[config.mk]
export PLATFORM = sky130hd
export DESIGN_NAME = bitty_core_p_flat
export DESIGN_NICKNAME = d
export VERILOG_FILES = /design/src/rtl/bitty_pkg.sv /design/src/rtl/bitty_core_p_if.sv /design/src/rtl/bitty_alu_p.sv /design/src/rtl/bitty_core_p.sv /design/src/flat_wrapper.sv
export SDC_FILE = /design/constraint.sdc
export NUM_CORES = 1
export LEC_CHECK = 0
export ABC_CLOCK_PERIOD_IN_PS = 10400
export CAP_MARGIN = 20
export CORE_MARGIN = 8
export CORE_UTILIZATION = 55
export DETAILED_ROUTE_END_ITERATION = 10
export PLACE_DENSITY_LB_ADDON = 0.15
export SYNTH_ARGS = -nofsm -noshare
export SYNTH_HDL_FRONTEND = slang
export SYNTH_SLANG_ARGS = --single-unit
[constraint.sdc]
create_clock -name clk -period 10.4 [get_ports clk]
set_input_delay 2.6 -clock clk [delete_from_list [all_inputs] [get_ports clk]]
set_output_delay 2.6 -clock clk [all_outputs]
set_load 0.01 [all_outputs]
[src/rtl/bitty_pkg.sv]
// Shared constants and types for the parametrised bitty core.
// Instruction format codes, ALU opcodes, field positions and FSM state.
package bitty_pkg;

    localparam logic [1:0] FMT_R   = 2'b00;
    localparam logic [1:0] FMT_I   = 2'b01;
    localparam logic [1:0] FMT_ILL = 2'b10;
    localparam logic [1:0] FMT_NOP = 2'b11;

    localparam logic [2:0] ALU_ADD = 3'd0;
    localparam logic [2:0] ALU_SUB = 3'd1;
    localparam logic [2:0] ALU_AND = 3'd2;
    localparam logic [2:0] ALU_OR  = 3'd3;
    localparam logic [2:0] ALU_XOR = 3'd4;
    localparam logic [2:0] ALU_SHL = 3'd5;
    localparam logic [2:0] ALU_SHR = 3'd6;
    localparam logic [2:0] ALU_CMP = 3'd7;

    localparam int RX_LO  = 13;
    localparam int RY_LO  = 10;
    localparam int IMM_LO = 5;
    localparam int OP_LO  = 2;

    typedef enum logic [1:0] {
        S_IDLE,
        S_FETCH_A,
        S_EXEC,
        S_WB
    } state_e;

    // R- and I-type are the only formats that touch the datapath
    function automatic logic is_alu(input logic [1:0] fmt);
        return !fmt[1];
    endfunction

endpackage

[src/rtl/bitty_core_p_if.sv]
// Instruction valid/ready handshake between source and core.
interface bitty_core_p_if;
    logic [15:0] instr;
    logic        instr_valid;
    logic        instr_ready;

    modport master (
        output instr,
        output instr_valid,
        input  instr_ready
    );

    modport slave (
        input  instr,
        input  instr_valid,
        output instr_ready
    );
endinterface

[src/rtl/bitty_alu_p.sv]
// Combinational ALU: result, carry/borrow and zero.
module bitty_alu_p
    import bitty_pkg::*;
#(
    parameter int DATA_W = 16
) (
    input  logic [2:0]        i_op,
    input  logic [DATA_W-1:0] i_a,
    input  logic [DATA_W-1:0] i_b,
    output logic [DATA_W-1:0] o_res,
    output logic              o_carry,
    output logic              o_zero
);
    localparam int SHW = $clog2(DATA_W);

    logic [DATA_W:0]  w_sum;
    logic [SHW-1:0]   w_sh;

    always_comb begin
        w_sum   = {1'b0, i_a} + {1'b0, i_b};
        w_sh    = i_b[SHW-1:0];
        o_res   = '0;
        o_carry = 1'b0;
        unique case (i_op)
            ALU_ADD: begin
                o_res   = w_sum[DATA_W-1:0];
                o_carry = w_sum[DATA_W];
            end
            ALU_SUB: begin
                o_res   = i_a - i_b;
                o_carry = (i_a < i_b);
            end
            ALU_AND: o_res = i_a & i_b;
            ALU_OR:  o_res = i_a | i_b;
            ALU_XOR: o_res = i_a ^ i_b;
            ALU_SHL: o_res = i_a << w_sh;
            ALU_SHR: o_res = i_a >> w_sh;
            ALU_CMP: begin
                if (i_a > i_b)      o_res = DATA_W'(1);
                else if (i_a < i_b) o_res = DATA_W'(2);
            end
        endcase
        o_zero = (o_res == '0);
    end
endmodule

[src/rtl/bitty_core_p.sv]
// Parametrised bitty core: register file, S/C/IR latches and serial FSM.
// One instruction every four cycles; run=0 freezes everything.
module bitty_core_p
    import bitty_pkg::*;
#(
    parameter int DATA_W = 16,
    parameter int NREGS  = 8
) (
    input  logic              clk,
    input  logic              reset,
    input  logic              run,
    bitty_core_p_if.slave     bus,
    output logic [DATA_W-1:0] d_out,
    output logic              done,
    output logic              err,
    output logic              flag_z,
    output logic              flag_c
);
    state_e            r_state, w_next;
    logic [15:0]       r_ir;
    logic [DATA_W-1:0] r_s, r_c;
    logic [DATA_W-1:0] r_rf [8];
    logic              r_done, r_err, r_z, r_cy;

    logic              w_ready, w_accept;
    logic [1:0]        w_fmt;
    logic [2:0]        w_rx, w_ry, w_op;
    logic [7:0]        w_imm;
    logic [DATA_W-1:0] w_b, w_res;
    logic              w_carry, w_zero, w_wr_ok;

    assign w_fmt   = r_ir[1:0];
    assign w_rx    = r_ir[RX_LO +: 3];
    assign w_ry    = r_ir[RY_LO +: 3];
    assign w_op    = r_ir[OP_LO +: 3];
    assign w_imm   = r_ir[IMM_LO +: 8];
    assign w_b     = (w_fmt == FMT_R) ? r_rf[w_ry] : DATA_W'(w_imm);
    // Unimplemented registers are never written, so they read as zero
    assign w_wr_ok = is_alu(w_fmt) && (int'(w_rx) < NREGS);

    bitty_alu_p #(.DATA_W(DATA_W)) u_alu (
        .i_op    (w_op),
        .i_a     (r_s),
        .i_b     (w_b),
        .o_res   (w_res),
        .o_carry (w_carry),
        .o_zero  (w_zero)
    );

    always_comb begin
        w_next   = r_state;
        w_ready  = 1'b0;
        w_accept = 1'b0;
        unique case (r_state)
            S_IDLE: begin
                w_ready  = run & reset;
                w_accept = w_ready & bus.instr_valid;
                if (w_accept) w_next = S_FETCH_A;
            end
            S_FETCH_A: if (run) w_next = S_EXEC;
            S_EXEC:    if (run) w_next = S_WB;
            S_WB:      if (run) w_next = S_IDLE;
        endcase
    end

    always_ff @(posedge clk or negedge reset) begin
        if (!reset) r_state <= S_IDLE;
        else        r_state <= w_next;
    end

    always_ff @(posedge clk or negedge reset) begin
        if (!reset) begin
            r_ir   <= '0;
            r_s    <= '0;
            r_c    <= '0;
            r_done <= 1'b0;
            r_err  <= 1'b0;
            r_z    <= 1'b0;
            r_cy   <= 1'b0;
            for (int k = 0; k < 8; k++) r_rf[k] <= '0;
        end else begin
            r_done <= 1'b0;
            r_err  <= 1'b0;
            if (run) begin
                unique case (r_state)
                    S_IDLE: if (w_accept) r_ir <= bus.instr;
                    S_FETCH_A: r_s <= r_rf[w_rx];
                    S_EXEC: if (is_alu(w_fmt)) begin
                        r_c  <= w_res;
                        r_z  <= w_zero;
                        r_cy <= w_carry;
                    end
                    S_WB: begin
                        if (w_wr_ok) r_rf[w_rx] <= r_c;
                        r_done <= 1'b1;
                        r_err  <= (w_fmt == FMT_ILL);
                    end
                endcase
            end
        end
    end

    assign bus.instr_ready = w_ready;
    assign d_out  = r_c;
    assign done   = r_done;
    assign err    = r_err;
    assign flag_z = r_z;
    assign flag_c = r_cy;
endmodule

[src/flat_wrapper.sv]
// flat-port wrapper written by rule: the top's interface ports become plain ports
module bitty_core_p_flat import bitty_pkg::*;
#(
    parameter int DATA_W = 16,
    parameter int NREGS  = 8
)
  (clk, reset, run, d_out, done, err, flag_z, flag_c, bus_instr, bus_instr_valid, bus_instr_ready);
  bitty_core_p_if bus_i ();
  input  logic clk;
  input  logic reset;
  input  logic run;
  output logic [DATA_W-1:0] d_out;
  output logic done;
  output logic err;
  output logic flag_z;
  output logic flag_c;
  input wire logic [$bits(bus_i.instr)-1:0] bus_instr;
  input wire logic [$bits(bus_i.instr_valid)-1:0] bus_instr_valid;
  output wire logic [$bits(bus_i.instr_ready)-1:0] bus_instr_ready;
  assign bus_i.instr = bus_instr;
  assign bus_i.instr_valid = bus_instr_valid;
  assign bus_instr_ready = bus_i.instr_ready;
  bitty_core_p #(.DATA_W(DATA_W), .NREGS(NREGS)) u_core (.clk(clk), .reset(reset), .run(run), .bus(bus_i), .d_out(d_out), .done(done), .err(err), .flag_z(flag_z), .flag_c(flag_c));
endmodule
# After elaboration in Yosys (flattened, before gate mapping)
# Index checks and enable logic that the tools add are counted.
dict set report word_totals {
  ff_bits 182
  latchBits 0
  ramBits 0
  rom_bits 0
  in_bits 20
  out_inout_bits 21
  wordCells 83
  mem_count 0
}
dict set report op_classes {
  n_addsub 2
  multipliers 0
  div 0
  n_lt_le_gt_ge 5
  eq_ne 15
  shift 2
  n_mux 25
  bitwise_logic 8
  n_reduce_logical 10
}
# op count
set op_table {}
lappend op_table {{$bwmux 128} 1}
lappend op_table {{$pmux 16 s8} 1}
lappend op_table {{$bmux 16 s3} 2}
lappend op_table {{$mux 16} 6}
lappend op_table {{$demux 16 s3} 1}
lappend op_table {{$add 16x16->17} 1}
lappend op_table {{$and 16x16->16} 1}
lappend op_table {{$gt 16x16->1} 1}
lappend op_table {{$logic_not 16->1} 1}
lappend op_table {{$lt 16x16->1} 1}
lappend op_table {{$or 16x16->16} 1}
lappend op_table {{$shl 16x4->16} 1}
lappend op_table {{$shr 16x4->16} 1}
lappend op_table {{$sub 16x16->16} 1}
lappend op_table {{$xor 16x16->16} 1}
lappend op_table {{$eq 3x3->1 const B} 4}
lappend op_table {{$mux 2} 6}
lappend op_table {{$reduce_and 3->1} 3}
lappend op_table {{$ge 4x4->1 const B} 2}
lappend op_table {{$not 3->4} 2}
lappend op_table {{$pmux 2 s4} 1}
lappend op_table {{$eq 2x2->1 const B} 3}
lappend op_table {{$eq 3x2->1 const B} 2}
lappend op_table {{$mux 1} 6}
lappend op_table {{other kinds (13)} 17}

# Logic depth before layout (Yosys ltp)
# Gate-level depths: netlist (run 1).
dict set report logic_depth {
  depth_word 10
  depth_mapped 23
  mapped_depth_nobuf 18
}

# Cells and area by module
# Synthesis (run 1) repeated with hierarchy kept, for this count alone.
dict set report unflattened {
  cells_unflattened 1191
  area_unflattened_um2 13096.3
}
# module n_inst cells_each area_each_um2 seq_area_each_um2
set by_module_without_submodules {}
lappend by_module_without_submodules {bitty_core_p 1 645 8986.1 4554.4}
lappend by_module_without_submodules {bitty_alu_p 1 546 4110.2 0.0}

# Worst setup path after synthesis (run 1)
# Ideal clock, no wire load.
dict set report synth_path {
  kind {input to output}
  startpoint {input port reset}
  endpoint {output port bus_instr_ready}
  t_arrival_ns 2.790
  required_ns 7.800
  slack_ns 5.010
  path_stages 1
  path_buffers 0
  cell_sequence {and3_1}
}
dict set report synth_via {
  elab_chain_cells 2
}
# element line
set synth_lines {}
lappend synth_lines {{start, declared} flat_wrapper.sv:10} ;# input logic reset;
lappend synth_lines {{$and 1x1->1} bitty_core_p.sv:56} ;# w_ready = run & reset;
lappend synth_lines {{$mux 1} bitty_core_p.sv:54} ;# unique case (r_state)
lappend synth_lines {{end, declared} flat_wrapper.sv:19} ;# output wire logic [$bits(bus_i.instr_ready)-1:0] bus_instr_ready;
# Every way passes these cells.

# Final worst setup path (run 1)
dict set report layout_path {
  startpoint {input port run}
  endpoint {output port bus_instr_ready}
}
dict set report layout_via {
  elab_chain_cells 2
}
# element line
set layout_lines {}
lappend layout_lines {{start, declared} flat_wrapper.sv:11} ;# input logic run;
lappend layout_lines {{$and 1x1->1} bitty_core_p.sv:56}
lappend layout_lines {{$mux 1} bitty_core_p.sv:54}
# Every way passes these cells.

==> results of run 1 <==
[state kept, by name, indices dropped and copies added (netlist names), 2 cells and up]
register	cells
u_core.d_out	16
u_core.r_state	2
u_core.r_rf	128
u_core.r_ir	16
u_core.r_s	16
[Yosys cell counts, types with 7 or more instances]
cell / count
o22ai_1: 14
mux4_2: 48
o21ai_0: 62
a22oi_1: 8
dfrtp_1: 182
mux2i_1: 57
a22o_1: 9
ha_1: 54
buf_1: 14
mux2_2: 165
o21bai_1: 7
a31oi_1: 7
buf_2: 9
nor3_1: 14
o21a_1: 8
nor2b_1: 8
inv_1: 54
and3_1: 10
a21oi_1: 74
nand3_1: 11
o211ai_1: 13
clkbuf_1: 45
a221oi_1: 13
nor2_1: 87
a211oi_1: 18
xnor2_1: 9
a21o_1: 9
nand2_1: 95
[critical path: cells and delay by family]
kind | cells | cell delay, ns
AND/OR/NAND/NOR | 1 | 0.18
buffers and inverters | 2 | 1.10
[logic make-up after synthesis]
| logic type | after synthesis |
|---|---|
| AOI/OAI and AO/OA | 297 |
| muxes | 273 |
| and+or+nand+nor | 257 |
| DFF | 182 |
| buffers and inverters | 138 |
| adders and majority gates | 56 |
| xor gates and xnor gates | 13 |
[layer usage]
layer  GRT usage, %  share of wire, %  up-vias
met4           10.1               2.9        0
met5              0                 0        -
met2           41.7                47      409
met3           3.51               6.6       63
li1               -                 -     4513
met1           36.3                44     5098
[metrics by stage]
stage                     cells  utilization [%]  cell area [um^2]  worst slack [ns]  hold slack, ns
after floorplan            1216                -             12700              5.01           0.440
after global placement     1480             58.5             13200              3.93           0.477
after detailed placement   1481             58.5             13200              3.92           0.488
after CTS                  1513             61.0             13800              3.92           0.497
after global routing       1514             61.1             13800              3.89           0.522
final                      1514             61.1             13800              3.92           0.489
[layout make-up]
| class | count | area, um^2 |
|---|---|---|
| tap | 285 | 357 |
| sequential | 182 | 4560 |
| clock buffer | 21 | 450 |
| timing repair buffer | 60 | 582 |
| multi-input combinational | 896 | 7550 |
| fill | 1873 | 8800 |
| clock inverter | 11 | 113 |
| inverter | 59 | 225 |
[cells in the final DEF, fill, tap and decap left out, types with 18 or more instances in the layout]
cell,count
mux2i_1,57
a21oi_1,74
buf_4,18
a211oi_1,18
ha_1,54
o21ai_0,62
mux2_2,165
clkdlybuf4s50_1,39
dfrtp_1,178
nand2_1,95
mux4_2,48
inv_1,54
nor2_1,86
[final timing paths]
check	slack (ns)	endpoint
max	3.92	bus_instr_ready
min	0.49	u_core.err
max reg2reg	4.21	u_core.flag_z
min reg2reg	0.49	u_core.err
max in group asynchronous	6.21	u_core.r_ir[13]
min in group asynchronous	2.12	u_core.r_rf[59]
==> metrics.txt, run 1 <==
standard-cell row count 55; clock latency on the worst-skew pair 0.43 ns; sequential share of the synthesized area 35.8%; largest net degree at the start of global routing 71; Post-synth ARST share 100%; CP Max Fanout 7; Yosys cell types 84; fin crit period around 6.5 ns; drt initial violations 983; share of layout cells above drive strength 1 23.6%; Hold WC Path Type register to register; #FFs+latches synth 182; EDFF count, synth 0; Synth Area in Simple Gates approximately 9.1%; Synth area leaders dfrtp_1 36%, mux2_2 15%, mux4_2 8.5%, ha_1 5.3%, mux2i_1 4.5%; ys flop type dfrtp_1; main combinational cell family by area after synthesis multiplexers; Setup Crit Path Kind primary input to output pin; WL per Instance 24.5 um; Compound-Gate Fraction of Synth Area 15.7%; final wirelength 37.1 mm; CTS Buf Count 17; Final Max Slew Viols 0; GRT Total Usage 26.3%; sinks on the clock net 182; Worst EP required 7.80 ns; Worst-Margin Slew 1.10 ns; Syn Area/Cell 10.5 um^2; gpl congestion 0.950; Hold Vio Cnt, Final 0; ANT cells 0; # DRC 0; maximum clock insertion buffer count 2; TritonRoute pass-1 iters 6; WP data arrival 3.88 ns; crit share post-route 62.3%; max_slew headroom 26.9%; CTS resizes 0; Hold Crit Depth 1; H-Tree Level Count 4; largest area contributor in the netlist dfrtp_1; Die X 168 um; Area Growth Syn to Fin 8.84%; max-cap violations 0; Worst path most repeated cell clkdlybuf4s50_1; mux cell area share after synthesis 28.0%; Vias 10083; Root Buffer Master clkbuf_16; cts hold-fix bufs 0; CP cell instances clkdlybuf4s50_1, and3_1, clkdlybuf4s50_1; fmax 154 MHz; Syn. warnings 0; Clock transition at path regs 0.06 ns; core area ~23000 um^2; Synth Area in Adders 5.63%; CP max stage delay 0.57 ns; Critical Path End Type output pin; # IOs roughly 40; Clock Skews 0.0138 ns; Fin Setup TNS 0 ns; Reg-to-Reg Start u_core.r_ir[11]; endpoints failing setup 0; post-synthesis cell count 1216; mapped cell area 12700 um^2; worst hold start u_core.r_ir[0]; GRT Residual Overflow 0; Nets between 1000 and 1500; antenna violations before repair 0; Port Buf Inserts 40; unrepaired setup endpoints after global routing false; outcome complete, no violations; worst-path cell with the longest stage delay clkdlybuf4s50_1; CTS tree yes; Die Height 168 um; Setup crit start run; Vias per Instance 6.66; post-detail-place hpwl 26.0 mm; initial cell density of the core 56.2%; syn nets 1292; first-pass GRT wire length 57.8 mm; Post-CTS Setup Bufs 0; CP Launch Type primary input; top-area cell type share of the netlist area between 30% and 40%; xor/xnor share of the synthesized area less than 1%; die area 28200 um^2; Antenna Nets Post-Route 0; worst-case reg-to-reg path depth 18; vias in the first global route 9809
Power of run 1 is not shown: default switching activity piles up to over one toggle a cycle in this logic, so the estimate is an artifact.
==> inputs of run 2 (changes only) <==
--- a/config.mk
+++ b/config.mk
@@ -5,7 +5,7 @@
 export SDC_FILE = /design/constraint.sdc
 export NUM_CORES = 1
 export LEC_CHECK = 0
-export ABC_CLOCK_PERIOD_IN_PS = 10400
+export ABC_CLOCK_PERIOD_IN_PS = 6400
 export CAP_MARGIN = 20
 export CORE_MARGIN = 8
 export CORE_UTILIZATION = 55
==> constraint.sdc (replaced) <==
create_clock -name clk -period 6.4 [get_ports clk]
set_input_delay 1.6 -clock clk [delete_from_list [all_inputs] [get_ports clk]]
set_output_delay 1.6 -clock clk [all_outputs]
set_load 0.01 [all_outputs]
==> run 2 against run 1 <==
Against the previous run: hold slack improved by 0.015 ns; core utilization rose by 0.25 points; global-route usage rose by 0.56 points; worst setup slack got worse by 3.3 ns; count of clock-buffer cells in the layout fell by 4; highest routed layer unchanged.
==> metrics.txt, run 2 (same netlist as run 1, synthesis figures left out) <==
ANT cells 0 (unchanged); Clock Skews 0.0167 ns (+0.00284 ns); fmax 174 MHz; Setup Crit Path Kind register to register; drt initial violations 1179 (+20%); first-pass GRT wire length 59.0 mm (+2.0%); Setup WS pre-CTS 0.878 ns (-3.04 ns); Port Buf Inserts 40 (unchanged); GRT Residual Overflow 0 (unchanged); WL per Instance 25.2 um (+2.6%); Root Buffer Master clkbuf_16; # DRC 0 (unchanged); max_slew headroom 28.6% (+1.7 points); Area Growth Syn to Fin 9.29%; gpl congestion 0.972 (+2.3%); Clock transition at path regs 0.08 ns (+0.02 ns); Hold Vio Cnt, Final 0 (unchanged); Critical Path End Type register; CP Max Fanout 26 (+19); Final Max Slew Viols 0 (unchanged); TritonRoute pass-1 iters 5 (-1); Hold Crit Depth 1 (unchanged); Hold WC Path Type register to register; crit share post-route 89.8%; standard-cell row count 55 (unchanged); CTS tree yes; Largest register FFs 128 (unchanged); die area 28200 um^2 (unchanged); Vias 10135 (+0.52%); Fin Setup TNS 0 ns (unchanged); Non-Filler Instances 1517 (+0.20%); vias in the first global route 9805 (-0.041%); maximum clock insertion buffer count 2 (unchanged); WP data arrival 6.10 ns (+2.22 ns); antenna violations before repair 0 (unchanged); post-detail-place hpwl 27.2 mm (+4.6%); Die X 168 um (unchanged); Vias per Instance 6.68 (+0.32%); Worst EP required 6.75 ns (-1.05 ns); CTS Buf Count 17 (unchanged); Antenna Nets Post-Route 0 (unchanged); Min Hold Slack 0.504 ns (+0.0145 ns); Die Height 168 um (unchanged); fin crit period 5.75 ns; cts hold-fix bufs 0 (unchanged); final wirelength 38.2 mm (+2.9%); initial cell density of the core 56.2% (unchanged); Final WS setup 0.651 ns (-3.27 ns); GRT Total Usage 26.9% (+0.56 points); endpoints failing setup 0 (unchanged); Worst-Margin Slew 1.04 ns (-0.0517 ns); sinks on the clock net 182 (unchanged); max-cap violations 0 (unchanged); share of layout cells above drive strength 1 24.0% (+0.43 points); placed cell count 1483 (+0.14%); largest net degree at the start of global routing 69 (-2.8%); core area 22600 um^2 (unchanged); clock latency on the worst-skew pair 0.44 ns (about the same); most flop-heavy register u_core.r_rf; unrepaired setup endpoints after global routing false; fill count 1877 (+0.21%); most common cell after layout, fill and taps aside dfrtp_1; worst-case reg-to-reg path depth 17 (-1); CP Launch Type register; CTS resizes 0 (unchanged); # IOs 41 (unchanged); H-Tree Level Count 4 (unchanged); Nets 1296 (+0.31%); Post-CTS Setup Bufs 0 (unchanged); outcome complete, no violations; commonest non-fill, non-tap cells in the layout 178 x dfrtp_1, 165 x mux2_2, 95 x nand2_1
## run 2: area by class of cell
cell class | count | area, um^2 | share of cell area (%)
multi-input cells | 896 | 7550 | 54.4
repair buffers | 64 | 619 | 4.46
well taps | 285 | 357 | 2.57
inverters | 59 | 225 | 1.62
clock buffers | 17 | 425 | 3.06
flip-flops and latches | 182 | 4560 | 32.8
clock inverters | 14 | 158 | 1.13
## run 2: final timing paths
path	from	endpoint	slack, ns
min reg2reg	u_core.r_ir[0]	u_core.err	0.50
max	u_core.r_ir[11]	u_core.flag_z	0.65
min in group asynchronous	reset	u_core.r_rf[30]	1.09
min	u_core.r_ir[0]	u_core.err	0.50
max reg2reg	u_core.r_ir[11]	u_core.flag_z	0.65
max in group asynchronous	reset	u_core.r_ir[13]	4.04
## run 2: worst max-delay path, cell delays in order (launching register included)
cell and delay [ns]:
dfrtp_2 0.81, buf_4 0.38, mux2i_1 0.12, mux4_2 0.51, o21a_1 0.21, buf_4 0.21
ha_1 0.37, o21bai_1 0.13, a221oi_1 0.36, a21boi_0 0.21, o22ai_1 0.37, o21bai_1 0.15
a211oi_1 0.48, o32a_1 0.25, nand2_1 0.05, a211oi_1 0.51, nand4_1 0.26, o31ai_2 0.24
## run 2: routing by layer
metal / vias up / routed length, um / share of wire [%] / GRT usage (%)
met5: - / 0 / 0 / 0
met4: 0 / 1380 / 3.6 / 11.3
met3: 80 / 2580 / 6.7 / 4.21
met2: 436 / 17800 / 47 / 42.2
met1: 5088 / 16500 / 43 / 36.6
li1: 4531 / - / - / -
## run 2: metrics by stage
stage / utilization, % / area [um^2]
floorplan: - / 12700
global placement: 58.6 / 13300
detailed placement: 58.6 / 13300
CTS: 61.1 / 13800
global route: 61.4 / 13900
finish: 61.4 / 13900
Power of run 2 is left out for the same reason.
